$ cat config.mk
export PLATFORM = sky130hd
export DESIGN_NAME = axis_rr_packet_arbiter_flat
export DESIGN_NICKNAME = d
export VERILOG_FILES = /design/src/rtl/axis_rr_packet_arbiter_if.sv /design/src/rtl/axis_rr_packet_arbiter.sv /design/src/flat_wrapper.sv
export SDC_FILE = /design/constraint.sdc
export NUM_CORES = 1
export LEC_CHECK = 0
export ABC_CLOCK_PERIOD_IN_PS = 1400
export CAP_MARGIN = 10
export CORE_MARGIN = 1.5
export CORE_UTILIZATION = 28
export DETAILED_ROUTE_END_ITERATION = 8
export HOLD_SLACK_MARGIN = 0.02
export MAX_ROUTING_LAYER = met4
export PLACE_DENSITY = 0.77
export REMOVE_ABC_BUFFERS = 1
export SYNTH_ARGS = -nofsm -noshare
export SYNTH_HDL_FRONTEND = slang
export SYNTH_SLANG_ARGS = --single-unit
$ cat constraint.sdc
create_clock -name clk -period 1.4 [get_ports clk]
set_input_delay 0.28 -clock clk [delete_from_list [all_inputs] [get_ports clk]]
set_output_delay 0.28 -clock clk [all_outputs]
set_load 0.05 [all_outputs]
$ cat src/rtl/axis_rr_packet_arbiter_if.sv
// axis_rr_packet_arbiter_if: AXIS bundle between NUM_STREAMS slave streams and one shared master stream
//   axis_i_*  : concatenated slave streams (stream i at slice i), axis_i_tready returned per stream
//   axis_o_*  : arbitrated master stream, axis_o_tdest carries the source index
//   master    : arbiter view (consumes axis_i_*, produces axis_o_*)
//   slave     : endpoint view (sources drive axis_i_*, sink drives axis_o_tready)
interface axis_rr_packet_arbiter_if #(
  parameter int AXIS_BYTES = 1,
  parameter int AXIS_USER_BITS = 1,
  parameter int NUM_STREAMS = 4,
  parameter int IDX_W = NUM_STREAMS == 1 ? 1 : $clog2(NUM_STREAMS)
);
  logic [NUM_STREAMS*8*AXIS_BYTES-1:0] axis_i_tdata;
  logic [NUM_STREAMS*AXIS_BYTES-1:0] axis_i_tkeep;
  logic [NUM_STREAMS*AXIS_USER_BITS-1:0] axis_i_tuser;
  logic [NUM_STREAMS-1:0] axis_i_tlast;
  logic [NUM_STREAMS-1:0] axis_i_tvalid;
  logic [NUM_STREAMS-1:0] axis_i_tready;
  logic [8*AXIS_BYTES-1:0] axis_o_tdata;
  logic [AXIS_BYTES-1:0] axis_o_tkeep;
  logic [AXIS_USER_BITS-1:0] axis_o_tuser;
  logic [IDX_W-1:0] axis_o_tdest;
  logic axis_o_tlast;
  logic axis_o_tvalid;
  logic axis_o_tready;
  modport master (
    input axis_i_tdata, axis_i_tkeep, axis_i_tuser, axis_i_tlast, axis_i_tvalid, axis_o_tready,
    output axis_i_tready, axis_o_tdata, axis_o_tkeep, axis_o_tuser, axis_o_tdest, axis_o_tlast, axis_o_tvalid
  );
  modport slave (
    output axis_i_tdata, axis_i_tkeep, axis_i_tuser, axis_i_tlast, axis_i_tvalid, axis_o_tready,
    input axis_i_tready, axis_o_tdata, axis_o_tkeep, axis_o_tuser, axis_o_tdest, axis_o_tlast, axis_o_tvalid
  );
endinterface

$ cat src/rtl/axis_rr_packet_arbiter.sv
// axis_rr_packet_arbiter: packet-level round-robin arbiter sharing one AXIS master among NUM_STREAMS slaves
//   clk, sreset      : clock and synchronous active-high reset
//   enable           : arbitration enable (an in-flight packet always completes)
//   stream_mask      : 1 = stream may be granted
//   bus              : AXIS slave streams in, arbitrated AXIS stream out (tdest = source index)
//   grant_idx        : current or last grant
//   busy             : high while a packet is being forwarded
//   frame_done       : one-cycle pulse after every PKTS_PER_FRAME-th packet
module axis_rr_packet_arbiter #(
  parameter int AXIS_BYTES = 1,
  parameter int AXIS_USER_BITS = 1,
  parameter int NUM_STREAMS = 4,
  parameter int PKTS_PER_FRAME = 4,
  localparam int IDX_W = NUM_STREAMS == 1 ? 1 : $clog2(NUM_STREAMS)
) (
  input  logic clk,
  input  logic sreset,
  input  logic enable,
  input  logic [NUM_STREAMS-1:0] stream_mask,
  axis_rr_packet_arbiter_if.master bus,
  output logic [IDX_W-1:0] grant_idx,
  output logic busy,
  output logic frame_done
);
  localparam int DW = 8 * AXIS_BYTES;
  localparam int CNT_W = PKTS_PER_FRAME < 2 ? 1 : $clog2(PKTS_PER_FRAME);
  typedef enum logic [1:0] {IDLE, ARB, XFER} state_t;
  state_t state;
  logic [IDX_W-1:0] last_idx, nxt;
  logic [CNT_W-1:0] pkt_cnt;
  logic [NUM_STREAMS-1:0] req;
  logic xfer, eop, wrap;
  assign req = bus.axis_i_tvalid & stream_mask;
  // descending scan so the lowest offset after last_idx wins
  always_comb begin
    nxt = last_idx;
    for (int k = NUM_STREAMS; k >= 1; k--)
      if (req[(int'(last_idx) + k) % NUM_STREAMS]) nxt = IDX_W'((int'(last_idx) + k) % NUM_STREAMS);
  end
  assign xfer = state == XFER;
  assign bus.axis_o_tdata = bus.axis_i_tdata[int'(grant_idx)*DW +: DW];
  assign bus.axis_o_tkeep = bus.axis_i_tkeep[int'(grant_idx)*AXIS_BYTES +: AXIS_BYTES];
  assign bus.axis_o_tuser = bus.axis_i_tuser[int'(grant_idx)*AXIS_USER_BITS +: AXIS_USER_BITS];
  assign bus.axis_o_tlast = bus.axis_i_tlast[grant_idx];
  assign bus.axis_o_tdest = grant_idx;
  assign bus.axis_o_tvalid = xfer & bus.axis_i_tvalid[grant_idx];
  assign bus.axis_i_tready = xfer ? NUM_STREAMS'(bus.axis_o_tready) << grant_idx : '0;
  assign eop = bus.axis_o_tvalid & bus.axis_o_tready & bus.axis_o_tlast;
  assign wrap = pkt_cnt == CNT_W'(PKTS_PER_FRAME - 1);
  always_ff @(posedge clk) begin
    if (sreset) begin
      state <= IDLE;
      grant_idx <= '0;
      last_idx <= IDX_W'(NUM_STREAMS - 1);
      pkt_cnt <= '0;
      busy <= 1'b0;
      frame_done <= 1'b0;
    end else begin
      frame_done <= 1'b0;
      case (state)
        IDLE: if (enable) state <= ARB;
        ARB:
          if (!enable) state <= IDLE;
          else if (|req) begin
            grant_idx <= nxt;
            busy <= 1'b1;
            state <= XFER;
          end
        XFER:
          if (eop) begin
            last_idx <= grant_idx;
            pkt_cnt <= wrap ? '0 : pkt_cnt + 1'b1;
            frame_done <= wrap;
            busy <= 1'b0;
            state <= enable ? ARB : IDLE;
          end
        default: state <= IDLE;
      endcase
    end
  end
endmodule

$ cat src/flat_wrapper.sv
// flat-port wrapper written by rule: the top's interface ports become plain ports
module axis_rr_packet_arbiter_flat 
#(
  parameter int AXIS_BYTES = 1,
  parameter int AXIS_USER_BITS = 1,
  parameter int NUM_STREAMS = 4,
  parameter int PKTS_PER_FRAME = 4,
  localparam int IDX_W = NUM_STREAMS == 1 ? 1 : $clog2(NUM_STREAMS)
)
  (clk, sreset, enable, stream_mask, grant_idx, busy, frame_done, bus_axis_i_tdata, bus_axis_i_tkeep, bus_axis_i_tuser, bus_axis_i_tlast, bus_axis_i_tvalid, bus_axis_o_tready, bus_axis_i_tready, bus_axis_o_tdata, bus_axis_o_tkeep, bus_axis_o_tuser, bus_axis_o_tdest, bus_axis_o_tlast, bus_axis_o_tvalid);
  axis_rr_packet_arbiter_if #(.NUM_STREAMS(NUM_STREAMS), .AXIS_BYTES(AXIS_BYTES), .AXIS_USER_BITS(AXIS_USER_BITS)) bus_i ();
  input  logic clk;
  input  logic sreset;
  input  logic enable;
  input  logic [NUM_STREAMS-1:0] stream_mask;
  output logic [IDX_W-1:0] grant_idx;
  output logic busy;
  output logic frame_done;
  input wire logic [$bits(bus_i.axis_i_tdata)-1:0] bus_axis_i_tdata;
  input wire logic [$bits(bus_i.axis_i_tkeep)-1:0] bus_axis_i_tkeep;
  input wire logic [$bits(bus_i.axis_i_tuser)-1:0] bus_axis_i_tuser;
  input wire logic [$bits(bus_i.axis_i_tlast)-1:0] bus_axis_i_tlast;
  input wire logic [$bits(bus_i.axis_i_tvalid)-1:0] bus_axis_i_tvalid;
  input wire logic [$bits(bus_i.axis_o_tready)-1:0] bus_axis_o_tready;
  output wire logic [$bits(bus_i.axis_i_tready)-1:0] bus_axis_i_tready;
  output wire logic [$bits(bus_i.axis_o_tdata)-1:0] bus_axis_o_tdata;
  output wire logic [$bits(bus_i.axis_o_tkeep)-1:0] bus_axis_o_tkeep;
  output wire logic [$bits(bus_i.axis_o_tuser)-1:0] bus_axis_o_tuser;
  output wire logic [$bits(bus_i.axis_o_tdest)-1:0] bus_axis_o_tdest;
  output wire logic [$bits(bus_i.axis_o_tlast)-1:0] bus_axis_o_tlast;
  output wire logic [$bits(bus_i.axis_o_tvalid)-1:0] bus_axis_o_tvalid;
  assign bus_i.axis_i_tdata = bus_axis_i_tdata;
  assign bus_i.axis_i_tkeep = bus_axis_i_tkeep;
  assign bus_i.axis_i_tuser = bus_axis_i_tuser;
  assign bus_i.axis_i_tlast = bus_axis_i_tlast;
  assign bus_i.axis_i_tvalid = bus_axis_i_tvalid;
  assign bus_i.axis_o_tready = bus_axis_o_tready;
  assign bus_axis_i_tready = bus_i.axis_i_tready;
  assign bus_axis_o_tdata = bus_i.axis_o_tdata;
  assign bus_axis_o_tkeep = bus_i.axis_o_tkeep;
  assign bus_axis_o_tuser = bus_i.axis_o_tuser;
  assign bus_axis_o_tdest = bus_i.axis_o_tdest;
  assign bus_axis_o_tlast = bus_i.axis_o_tlast;
  assign bus_axis_o_tvalid = bus_i.axis_o_tvalid;
  axis_rr_packet_arbiter #(.AXIS_BYTES(AXIS_BYTES), .AXIS_USER_BITS(AXIS_USER_BITS), .NUM_STREAMS(NUM_STREAMS), .PKTS_PER_FRAME(PKTS_PER_FRAME)) u_core (.clk(clk), .sreset(sreset), .enable(enable), .stream_mask(stream_mask), .bus(bus_i), .grant_idx(grant_idx), .busy(busy), .frame_done(frame_done));
endmodule
==> impl_metrics.sql, run 1 <==
INSERT INTO impl_metrics (metric_group, metric, value, unit) VALUES
('clocking', 'tritoncts.num_buffers', '3', ''),
('synthesis', 'sequential_area_share_after_synthesis', '0.236', ''),
('pwr', 'p_sw_frac', '0.352', ''),
('critical_path', 'crit_required', '1.12', 'ns'),
('global_route', 'maximum_number_of_pins_on_one_net_before_global_route_repair', '13', ''),
('clocking', 'cts_sinks', '10', ''),
('pwr', 'vdd_drop_max', '0.656', 'mV'),
('clocking', 'clock_tree.htree_level_count', '1', ''),
('route', 'detail_route.first_pass.iterations', '7', ''),
('global_route', 'first_global_vias', '1287', ''),
('pwr', 'pwr_total', '1.26', 'mW'),
('run_status', 'outcome', 'finished, violations left', ''),
('route', 'viasPerCell', '5.54', ''),
('route', 'first_iter_violations', '88', ''),
('route', 'detail_route.wirelength', '4950', 'um'),
('critical_path', 'element_type_at_the_critical_path_start', 'flip-flop', ''),
('die', 'dieArea', '3370', 'um^2'),
('synthesis', 'synth_enable_flop_cells', '0', ''),
('synthesis', 'yosys.area.top_type', 'sky130_fd_sc_hd__mux4_2', ''),
('layout', 'multiInputGateArea', '708', 'um^2'),
('pwr', 'combinationalPowerShare', '0.543', ''),
('synthesis', 'syn_inst', '82', ''),
('global_route', 'globalRouteOverflowTotal', '0', ''),
('run', 'max_cap_viol_count', '0', ''),
('run_status', 'violations', 'DRC, setup timing', ''),
('synthesis', 'fraction_of_synthesized_cell_area_in_xor_and_xnor_cells', '0', ''),
('sta', 'worst_slew_margin_relative_to_its_limit', '0.705', ''),
('layout', 'fillers', '147', ''),
('sta', 'postLayoutSetupSlackWorst', '-0.398', 'ns'),
('clocking', 'root_buffer_cell', 'sky130_fd_sc_hd__clkbuf_4', ''),
('clocking', 'tritoncts', 'done', ''),
('layout', 'final_cell_mix', '47 x sky130_fd_sc_hd__clkdlybuf4s50_1, 19 x sky130_fd_sc_hd__buf_6, 18 x sky130_fd_sc_hd__buf_4, 12 x sky130_fd_sc_hd__mux4_2, 11 x sky130_fd_sc_hd__buf_12', ''),
('die', 'placement_row_count', '19', ''),
('synthesis', 'synth_ff_type', 'sky130_fd_sc_hd__dfxtp_1', ''),
('critical_path', 'path_class', 'reg2out', ''),
('synthesis', 'avgSynthCellArea', '10.4', 'um^2'),
('route', 'count_of_vias_placed_by_the_detailed_router', '1213', ''),
('placement', 'portBuffers', '77', ''),
('sta', 'fin_setup_tns', '-7.26', 'ns'),
('synthesis', 'yosys.cell_types.count', '34', ''),
('synthesis', 'complex_gate_fraction_of_the_synthesized_area', '0.116', ''),
('global_route', 'total_routing_resource_utilization_after_global_routing', '0.286', ''),
('pwr', 'cellLeakagePower', '0.885', 'nW'),
('route', 'remaining_drc_errors', '10', ''),
('sta', 'setup_viol', '28', ''),
('sta', 'setup_repair_after_global_routing_missed_its_margin', 'yes', ''),
('route', 'route.antenna.remaining_nets', '0', ''),
('pwr', 'sequentialPowerShare', '0.240', ''),
('sta', 'period_needed', '1.80', 'ns'),
('synthesis', 'synth.yosys.warnings', '0', ''),
('pwr', 'p_per_area', '566', 'nW/um^2'),
('sta', 'worstMarginPinSlew', '0.442', 'ns'),
('placement', 'final_hpwl_dp', '2620', 'um'),
('layout', 'layout-area-overhead-vs-synth', '161', '%'),
('global_route', 'antenna_found_initial', '0', ''),
('hold_path', 'hold_class', 'reg2reg', ''),
('synthesis', 'synthTopCellsByArea', 'sky130_fd_sc_hd__mux4_2 27%, sky130_fd_sc_hd__dfxtp_1 24%, sky130_fd_sc_hd__mux4_1 6.2%', ''),
('placement', 'place_worst_setup_slack', '-0.493', 'ns'),
('synthesis', 'mappedNetlistArea', '850', 'um^2'),
('placement', 'place.gp.congestion', '0.799', ''),
('sta', 'finalClockSkew', '0.00774', 'ns'),
('critical_path', 'worstSetupEndpointType', 'output pin', ''),
('placement', 'post_placement_cell_count', '204', ''),
('clocking', 'worstSkewPairLatency', '0.28', 'ns'),
('sta', 'slew_viol_final', '0', ''),
('synthesis', 'largest_family_of_logic_cells_by_synthesized_area', 'multiplexers', ''),
('die', 'die_h', '58.1', 'um'),
('synthesis', 'synthAdderAreaFrac', '0.0147', ''),
('clocking', 'buffers_from_clock_root_to_sink_at_most', '2', ''),
('global_route', 'wire_length_of_the_first_global_routing_pass', '6800', 'um'),
('layout', 'finish.cell_count_without_fillers', '219', '');
[critical path: stages (launching register included)]
cell and delay, ns:
sky130_fd_sc_hd__dfxtp_4 0.39, sky130_fd_sc_hd__buf_8 0.13, sky130_fd_sc_hd__mux4_2 0.54, sky130_fd_sc_hd__buf_6 0.18
[metal layers]
metal / vias to the layer above / global-route usage / share of wire
li1: 536 / - / -
met1: 580 / 0.300 / 0.38
met2: 83 / 0.492 / 0.48
met3: 14 / 0.118 / 0.12
met4: 0 / 0.0831 / 0.020
met5: - / - / 0
[power groups by stage]
stage	sequential [mW]	clock, mW	combinational, mW
global placement	0.306	0	0.535
floorplan	0.340	0	0.210
global route	0.303	0.302	0.703
CTS	0.300	0.275	0.632
finish	0.302	0.273	0.683
detailed placement	0.306	0	0.542
[cells in the mapped netlist (all sizes together), types with 2 or more instances]
cell type	n
and3b	2
o21ai	2
mux4	12
nor3	3
nor2	8
nor3b	2
inv	2
buf	6
nand2	6
nand3b	2
clkbuf	2
a211oi	2
a31oi	2
a21oi	5
nand3	3
dfxtp	10
[flip-flops by register name, indices dropped and copies added (netlist names)]
signal / cells
u_core.busy: 1
u_core.state: 2
u_core.pkt_cnt: 2
u_core.last_idx: 2
u_core.frame_done: 1
u_core.bus.axis_o_tdest: 2
[cell families after synthesis]
| group | count (synthesis) |
|---|---|
| buffers and inverters | 10 |
| flip-flops | 10 |
| multiplexers | 13 |
| AND/OR/NAND/NOR | 33 |
| AO/OA/AOI/OAI | 15 |
| adder cells (fa/ha/maj) | 1 |
[through the flow]
step           hold WS, ns  cell area [um^2]
2_1_floorplan        0.349               792
3_3_place_gp         0.457              1840
3_5_place_dp         0.473              1840
4_1_cts              0.482              2140
5_1_grt              0.505              2220
6_report             0.496              2220
[worst paths after layout]
check	cells after the start	slack, ns	end	startpoint
min	2	0.50	u_core.pkt_cnt[0]$_SDFFE_PP0P_	u_core.pkt_cnt[0]$_SDFFE_PP0P_
max reg2reg	6	-0.28	u_core.pkt_cnt[1]$_SDFFE_PP0P_	u_core.bus.axis_o_tdest[0]$_SDFFE_PP0P_
max	3	-0.40	bus_axis_o_tdata[7]	u_core.bus.axis_o_tdest[0]$_SDFFE_PP0P_
min reg2reg	2	0.50	u_core.pkt_cnt[0]$_SDFFE_PP0P_	u_core.pkt_cnt[0]$_SDFFE_PP0P_
[area by class of cell]
type                            count  share of cell area
Clock buffer                        4              0.0163
Timing Repair Buffer              109               0.548
Sequential cell                    10              0.0958
Tap cell                           31              0.0175
Inverter                            2             0.00338
Multi-Input combinational cell     63               0.319
[what timing repair did]
item / 4_1_cts / 5_1_grt
pin swaps: 9 / 7
setup buffers: 10 / 2
gates resized for setup: 60 / 20
setup endpoints to repair: 28 / 29
cloned: 2 / 0
hold buffers: 0 / 0
No activity file was read; power rests on OpenSTA's default activity.
==> run 2, diff against run 1 <==
--- a/config.mk
+++ b/config.mk
@@ -7,12 +7,14 @@
 export LEC_CHECK = 0
 export ABC_CLOCK_PERIOD_IN_PS = 1400
 export CAP_MARGIN = 10
+export CELL_PAD_IN_SITES_DETAIL_PLACEMENT = 0
+export CELL_PAD_IN_SITES_GLOBAL_PLACEMENT = 1
 export CORE_MARGIN = 1.5
-export CORE_UTILIZATION = 28
+export CORE_UTILIZATION = 19
 export DETAILED_ROUTE_END_ITERATION = 8
 export HOLD_SLACK_MARGIN = 0.02
 export MAX_ROUTING_LAYER = met4
-export PLACE_DENSITY = 0.77
+export PLACE_DENSITY_LB_ADDON = 0.1
 export REMOVE_ABC_BUFFERS = 1
 export SYNTH_ARGS = -nofsm -noshare
 export SYNTH_HDL_FRONTEND = slang
==> run 2 against run 1 <==
- the flow finishes with violations (setup timing)
- final area is 2.0% lower
- combinational power down 10%
- via count down 6.9%
- non-clock buffer count is the same
- largest cell class unchanged
- setup slack better by 0.053 ns
- clock skew decreased by 0.0040 ns
- flip-flop and latch count stayed put
- sequential power barely moved
- die area rose by 45%
==> impl_metrics.sql, run 2 (synthesized netlist as in run 1, its figures left out) <==
INSERT INTO impl_metrics (metric_group, metric, value, unit) VALUES
('sta', 'worstMarginPinSlew', '0.278', 'ns'),
('die', 'initial_util', '0.196', ''),
('layout', 'drive_above_1_share', '0.476', ''),
('route', 'route.antenna.remaining_nets', '0', ''),
('clocking', 'postCtsHoldBufs', '0', ''),
('pwr', 'vdd_drop_max', '0.557', 'mV'),
('global_route', 'first_global_vias', '1146', ''),
('sta', 'finalClockSkew', '0.00373', 'ns'),
('route', 'count_of_vias_placed_by_the_detailed_router', '1129', ''),
('clocking', 'tritoncts', 'done', ''),
('layout', 'finish.cell_count_without_fillers', '239', ''),
('pwr', 'cellLeakagePower', '0.875', 'nW'),
('die', 'placement_row_count', '24', ''),
('run_status', 'outcome', 'finished, violations left', ''),
('pwr', 'p_per_area', '586', 'nW/um^2'),
('global_route', 'antenna_found_initial', '0', ''),
('placement', 'portBuffers', '77', ''),
('clocking', 'root_buffer_cell', 'sky130_fd_sc_hd__clkbuf_8', ''),
('critical_path', 'path_class', 'reg2out', ''),
('critical_path', 'critPathArrivalTime', '1.47', 'ns'),
('global_route', 'globalRouteOverflowTotal', '0', ''),
('sta', 'setup_repair_after_global_routing_missed_its_margin', 'yes', ''),
('global_route', 'maximum_number_of_pins_on_one_net_before_global_route_repair', '13', ''),
('route', 'viasPerCell', '4.72', ''),
('global_route', 'wire_length_of_the_first_global_routing_pass', '5430', 'um'),
('sta', 'worst_slew_margin_relative_to_its_limit', '0.814', ''),
('critical_path', 'path_max_fanout', '6', ''),
('clocking', 'buffers_from_clock_root_to_sink_at_most', '2', ''),
('clocking', 'clock_tree.htree_level_count', '1', ''),
('placement', 'place.gp.congestion', '0.791', ''),
('global_route', 'total_routing_resource_utilization_after_global_routing', '0.140', ''),
('critical_path', 'worstSetupEndpointType', 'output pin', ''),
('die', 'num_io_pins', '78', ''),
('critical_path', 'element_type_at_the_critical_path_start', 'flip-flop', ''),
('clocking', 'tritoncts.num_buffers', '3', ''),
('critical_path', 'crit_required', '1.12', 'ns'),
('placement', 'final_hpwl_dp', '2720', 'um'),
('sta', 'worst_hold_slack', '0.496', 'ns'),
('sta', 'fin_setup_tns', '-5.99', 'ns'),
('hold_path', 'hold_class', 'reg2reg', ''),
('sta', 'timing.final.crit_share', '1.25', ''),
('die', 'dieArea', '4880', 'um^2'),
('layout', 'postLayoutCoreUtil', '0.503', ''),
('run', 'max_cap_viol_count', '0', ''),
('route', 'first_iter_violations', '14', ''),
('clocking', 'cts_sinks', '10', ''),
('sta', 'slew_viol_final', '0', ''),
('layout', 'layout-area-overhead-vs-synth', '156', '%'),
('sta', 'fmaxAchievable', '573', 'MHz'),
('placement', 'place_worst_setup_slack', '-0.470', 'ns'),
('sta', 'hold_violations', '0', ''),
('run_status', 'violations', 'setup timing', ''),
('layout', 'final_common_cell', 'sky130_fd_sc_hd__clkdlybuf4s50_1', ''),
('sta', 'postLayoutSetupSlackWorst', '-0.345', 'ns'),
('layout', 'total_inserted_antenna_cells', '0', ''),
('die', 'coreArea', '4320', 'um^2'),
('sta', 'period_needed', '1.75', 'ns'),
('clocking', 'worstSkewPairLatency', '0.23', 'ns'),
('route', 'remaining_drc_errors', '0', ''),
('route', 'detail_route.wirelength', '3440', 'um'),
('route', 'detail_route.wl_per_cell', '14.4', 'um'),
('die', 'die_h', '69.9', 'um'),
('clocking', 'clk_pin_slew', '0.05', 'ns'),
('route', 'detail_route.first_pass.iterations', '2', ''),
('die', 'die_width', '69.9', 'um'),
('placement', 'post_placement_cell_count', '225', ''),
('sta', 'setup_viol', '26', ''),
('layout', 'final_cell_mix', '47 x sky130_fd_sc_hd__clkdlybuf4s50_1, 25 x sky130_fd_sc_hd__buf_4, 14 x sky130_fd_sc_hd__buf_6, 13 x sky130_fd_sc_hd__buf_12, 12 x sky130_fd_sc_hd__mux4_2', ''),
('layout', 'layout.nets', '245', '');
==> run 2: final cells by class <==
type	instances	area, um^2
fill	406	2150
timing repair buffer	109	1190
multi-input combinational	62	649
sequential	10	208
tap	52	65.1
clock buffer	4	55.1
inverter	2	7.51
==> run 2: timing repair <==
action                     CTS  global route
setup endpoints to repair   28            25
gates resized for setup     39             9
buffers inserted             8             1
pin swaps                    7             4
gates cloned                 0             1
==> run 2: path summary, 6_finish.rpt <==
| check | depth (start not counted) | startpoint | slack [ns] | end |
|---|---|---|---|---|
| max | 3 | u_core.bus.axis_o_tdest[0]$_SDFFE_PP0P_ | -0.35 | bus_axis_o_tdata[0] |
| min | 2 | u_core.pkt_cnt[0]$_SDFFE_PP0P_ | 0.50 | u_core.pkt_cnt[0]$_SDFFE_PP0P_ |
| max reg2reg | 6 | u_core.bus.axis_o_tdest[0]$_SDFFE_PP0P_ | -0.25 | u_core.pkt_cnt[1]$_SDFFE_PP0P_ |
| min reg2reg | 2 | u_core.pkt_cnt[0]$_SDFFE_PP0P_ | 0.50 | u_core.pkt_cnt[0]$_SDFFE_PP0P_ |
==> run 2: per-stage QoR <==
step	instance area [um^2]	power [mW]
after CTS	2110	1.28
after detailed placement	1900	0.858
after global routing	2170	1.33
final	2170	1.27
after floorplan	792	0.551
after global placement	1900	0.854
==> run 2: report_power, final <==
part	switching [mW]	internal [mW]
clock	0.108	0.247
sequential	0.0109	0.294
combinational	0.266	0.349
total	0.385	0.889
==> run 2: worst max-delay path, cell delays in order (launching register included) <==
cell                        delay [ns]
sky130_fd_sc_hd__dfxtp_4          0.40
sky130_fd_sc_hd__clkbuf_16        0.16
sky130_fd_sc_hd__mux4_2           0.50
sky130_fd_sc_hd__buf_6            0.17
==> run 2: metal layers <==
| layer | vias up | GRT usage | routed length, um |
|---|---|---|---|
| met5 | - | - | 0 |
| met4 | 0 | 0.0256 | 14 |
| met3 | 2 | 0.0346 | 244 |
| met2 | 55 | 0.268 | 1790 |
| met1 | 539 | 0.145 | 1390 |
| li1 | 533 | - | - |
==> run 3, diff against run 2 <==
--- a/config.mk
+++ b/config.mk
@@ -14,7 +14,7 @@
 export DETAILED_ROUTE_END_ITERATION = 8
 export HOLD_SLACK_MARGIN = 0.02
 export MAX_ROUTING_LAYER = met4
-export PLACE_DENSITY_LB_ADDON = 0.1
+export PLACE_DENSITY = 0.87
 export REMOVE_ABC_BUFFERS = 1
 export SYNTH_ARGS = -nofsm -noshare
 export SYNTH_HDL_FRONTEND = slang
==> run 3 against run 2 <==
- the flow still finishes with violations (setup timing)
- cell count shrank 1.3%
- first-iteration DRC count grew 130%
- die area stayed put
- non-clock buffer count is 2 lower
- largest power group unchanged
- sequential share of layout area about the same
- flip-flop and latch count unchanged
- critical path depth did not move
- clock power decreased by 21%
==> impl_metrics.sql, run 3 (synthesized netlist as in run 1, its figures left out) <==
INSERT INTO impl_metrics (metric_group, metric, value, unit) VALUES
('clocking', 'clk_pin_slew', '0.04', 'ns'),
('run', 'max_cap_viol_count', '0', ''),
('clocking', 'tritoncts', 'done', ''),
('sta', 'worstMarginPinSlew', '0.267', 'ns'),
('layout', 'layout-area-overhead-vs-synth', '156', '%'),
('clocking', 'clock_tree.htree_level_count', '1', ''),
('route', 'detail_route.wirelength', '3530', 'um'),
('pwr', 'cellLeakagePower', '0.881', 'nW'),
('critical_path', 'path_max_fanout', '7', ''),
('clocking', 'postCtsHoldBufs', '0', ''),
('critical_path', 'cp_slowest_cell', 'sky130_fd_sc_hd__mux4_2', ''),
('pwr', 'p_per_area', '558', 'nW/um^2'),
('layout', 'layout.nets', '243', ''),
('global_route', 'first_global_vias', '1056', ''),
('route', 'viasPerCell', '4.70', ''),
('route', 'detail_route.wl_per_cell', '15.0', 'um'),
('sta', 'worst_hold_slack', '0.489', 'ns'),
('layout', 'final_cell_mix', '47 x sky130_fd_sc_hd__clkdlybuf4s50_1, 23 x sky130_fd_sc_hd__buf_4, 15 x sky130_fd_sc_hd__buf_6, 12 x sky130_fd_sc_hd__mux4_2, 11 x sky130_fd_sc_hd__buf_12', ''),
('critical_path', 'path_class', 'reg2out', ''),
('run_status', 'violations', 'setup timing', ''),
('route', 'count_of_vias_placed_by_the_detailed_router', '1109', ''),
('sta', 'hold_violations', '0', ''),
('hold_path', 'cell_count_of_the_worst_hold_path', '2', ''),
('run_status', 'outcome', 'finished, violations left', ''),
('layout', 'drive_above_1_share', '0.500', ''),
('sta', 'worst_slew_margin_relative_to_its_limit', '0.821', ''),
('pwr', 'pwr_total', '1.21', 'mW'),
('route', 'detail_route.first_pass.iterations', '4', ''),
('clocking', 'buffers_from_clock_root_to_sink_at_most', '2', ''),
('critical_path', 'worstSetupEndpointType', 'output pin', ''),
('clocking', 'tritoncts.num_buffers', '3', ''),
('global_route', 'maximum_number_of_pins_on_one_net_before_global_route_repair', '14', ''),
('critical_path', 'r2r-end', 'u_core.pkt_cnt[1]$_SDFFE_PP0P_', ''),
('die', 'placement_row_count', '24', ''),
('placement', 'final_hpwl_dp', '2520', 'um'),
('sta', 'fin_setup_tns', '-6.23', 'ns'),
('sta', 'period_needed', '1.76', 'ns'),
('die', 'die_h', '69.9', 'um'),
('die', 'num_io_pins', '78', ''),
('clocking', 'root_buffer_cell', 'sky130_fd_sc_hd__clkbuf_8', ''),
('sta', 'finalClockSkew', '0.00279', 'ns'),
('hold_path', 'hold_class', 'reg2reg', ''),
('hold_path', 'hold_path.startpoint', 'u_core.pkt_cnt[0]$_SDFFE_PP0P_', ''),
('sta', 'slew_viol_final', '0', ''),
('critical_path', 'crit_buf_inv', '2', ''),
('layout', 'total_inserted_antenna_cells', '0', ''),
('route', 'first_iter_violations', '32', ''),
('route', 'remaining_drc_errors', '0', ''),
('route', 'route.antenna.remaining_nets', '0', ''),
('layout', 'fillers', '394', ''),
('critical_path', 'regToRegStartpoint', 'u_core.bus.axis_o_tdest[0]$_SDFFE_PP0P_', ''),
('placement', 'portBuffers', '77', ''),
('critical_path', 'crit_required', '1.12', 'ns'),
('sta', 'postLayoutSetupSlackWorst', '-0.360', 'ns'),
('clocking', 'cts_sinks', '10', ''),
('critical_path', 'crit_path_cell_trace', 'buf_12, mux4_2, buf_6', ''),
('layout', 'final_common_cell', 'sky130_fd_sc_hd__clkdlybuf4s50_1', ''),
('sta', 'fmaxAchievable', '568', 'MHz'),
('sta', 'timing.final.crit_share', '1.26', ''),
('die', 'initial_util', '0.196', ''),
('global_route', 'wire_length_of_the_first_global_routing_pass', '5040', 'um'),
('sta', 'setup_viol', '24', ''),
('pwr', 'vdd_drop_max', '0.592', 'mV'),
('global_route', 'antenna_found_initial', '0', ''),
('critical_path', 'element_type_at_the_critical_path_start', 'flip-flop', ''),
('global_route', 'total_routing_resource_utilization_after_global_routing', '0.136', ''),
('die', 'dieArea', '4880', 'um^2'),
('clocking', 'worstSkewPairLatency', '0.23', 'ns'),
('global_route', 'globalRouteOverflowTotal', '0', ''),
('placement', 'place.gp.congestion', '0.776', ''),
('critical_path', 'reg2reg_depth', '6', ''),
('die', 'die_width', '69.9', 'um'),
('sta', 'setup_repair_after_global_routing_missed_its_margin', 'yes', ''),
('placement', 'place_worst_setup_slack', '-0.474', 'ns'),
('critical_path', 'crit_family', 'multiplexers', ''),
('critical_path', 'critPathArrivalTime', '1.48', 'ns'),
('die', 'coreArea', '4320', 'um^2'),
('critical_path', 'crit_path_max_incr_delay', '0.55', 'ns'),
('hold_path', 'timing.hold.worst_endpoint', 'u_core.pkt_cnt[0]$_SDFFE_PP0P_', ''),
('critical_path', 'r2r_setup_slack', '-0.31', 'ns');
==> run 3: layout make-up <==
cell class / count / area (um^2) / share of cell area
Timing Repair Buffer: 107 / 1170 / 0.536
Multi-Input combinational cell: 62 / 688 / 0.316
Sequential cell: 10 / 208 / 0.0954
Tap cell: 52 / 65.1 / 0.0299
Clock buffer: 3 / 41.3 / 0.0190
Inverter: 2 / 7.51 / 0.00345
==> run 3: repair_timing <==
item                                    in CTS  in global routing
gates cloned                                 1                  0
resized for setup                           42                 19
pin swaps                                   10                  3
endpoints found under the setup margin      26                 25
buffers inserted                             5                  6
==> run 3: worst max-delay path by stage <==
stage | end | start | slack, ns | depth (start not counted)
floorplan | u_core.pkt_cnt[0]$_SDFFE_PP0P_ | u_core.bus.axis_o_tdest[0]$_SDFFE_PP0P_ | -1.41 | 4
global placement | bus_axis_o_tvalid | bus_axis_i_tvalid[1] | -0.45 | 4
detailed placement | bus_axis_o_tvalid | bus_axis_i_tvalid[3] | -0.47 | 4
CTS | bus_axis_o_tvalid | u_core.bus.axis_o_tdest[0]$_SDFFE_PP0P_ | -0.36 | 5
global route | bus_axis_o_tlast | u_core.bus.axis_o_tdest[0]$_SDFFE_PP0P_ | -0.41 | 3
finish | bus_axis_o_tlast | u_core.bus.axis_o_tdest[0]$_SDFFE_PP0P_ | -0.36 | 3
==> run 3: layer usage <==
metal | GRT usage | wire length, um
met3 | 0.0476 | 338
met2 | 0.247 | 1870
met1 | 0.143 | 1290
met5 | - | 0
met4 | 0.0256 | 34
==> run 3: tightest hold or removal path: cells and delay by family, from the launching register on <==
family          cells  cell delay [ns]
compound gates      1             0.05
flops               1             0.32
simple gates        1             0.08
==> run 3: metrics by stage <==
step                utilization  cell area [um^2]  instances
floorplan                     -               792         74
global placement          0.427              1850        221
detailed placement        0.427              1850        221
CTS                       0.475              2050        230
global route              0.503              2180        236
finish                    0.503              2180        236
==> run 3: report_power, final <==
group          switching [mW]  internal [mW]
logic                   0.278          0.349
registers              0.0115          0.294
clock network          0.0949          0.187
total                   0.385          0.830
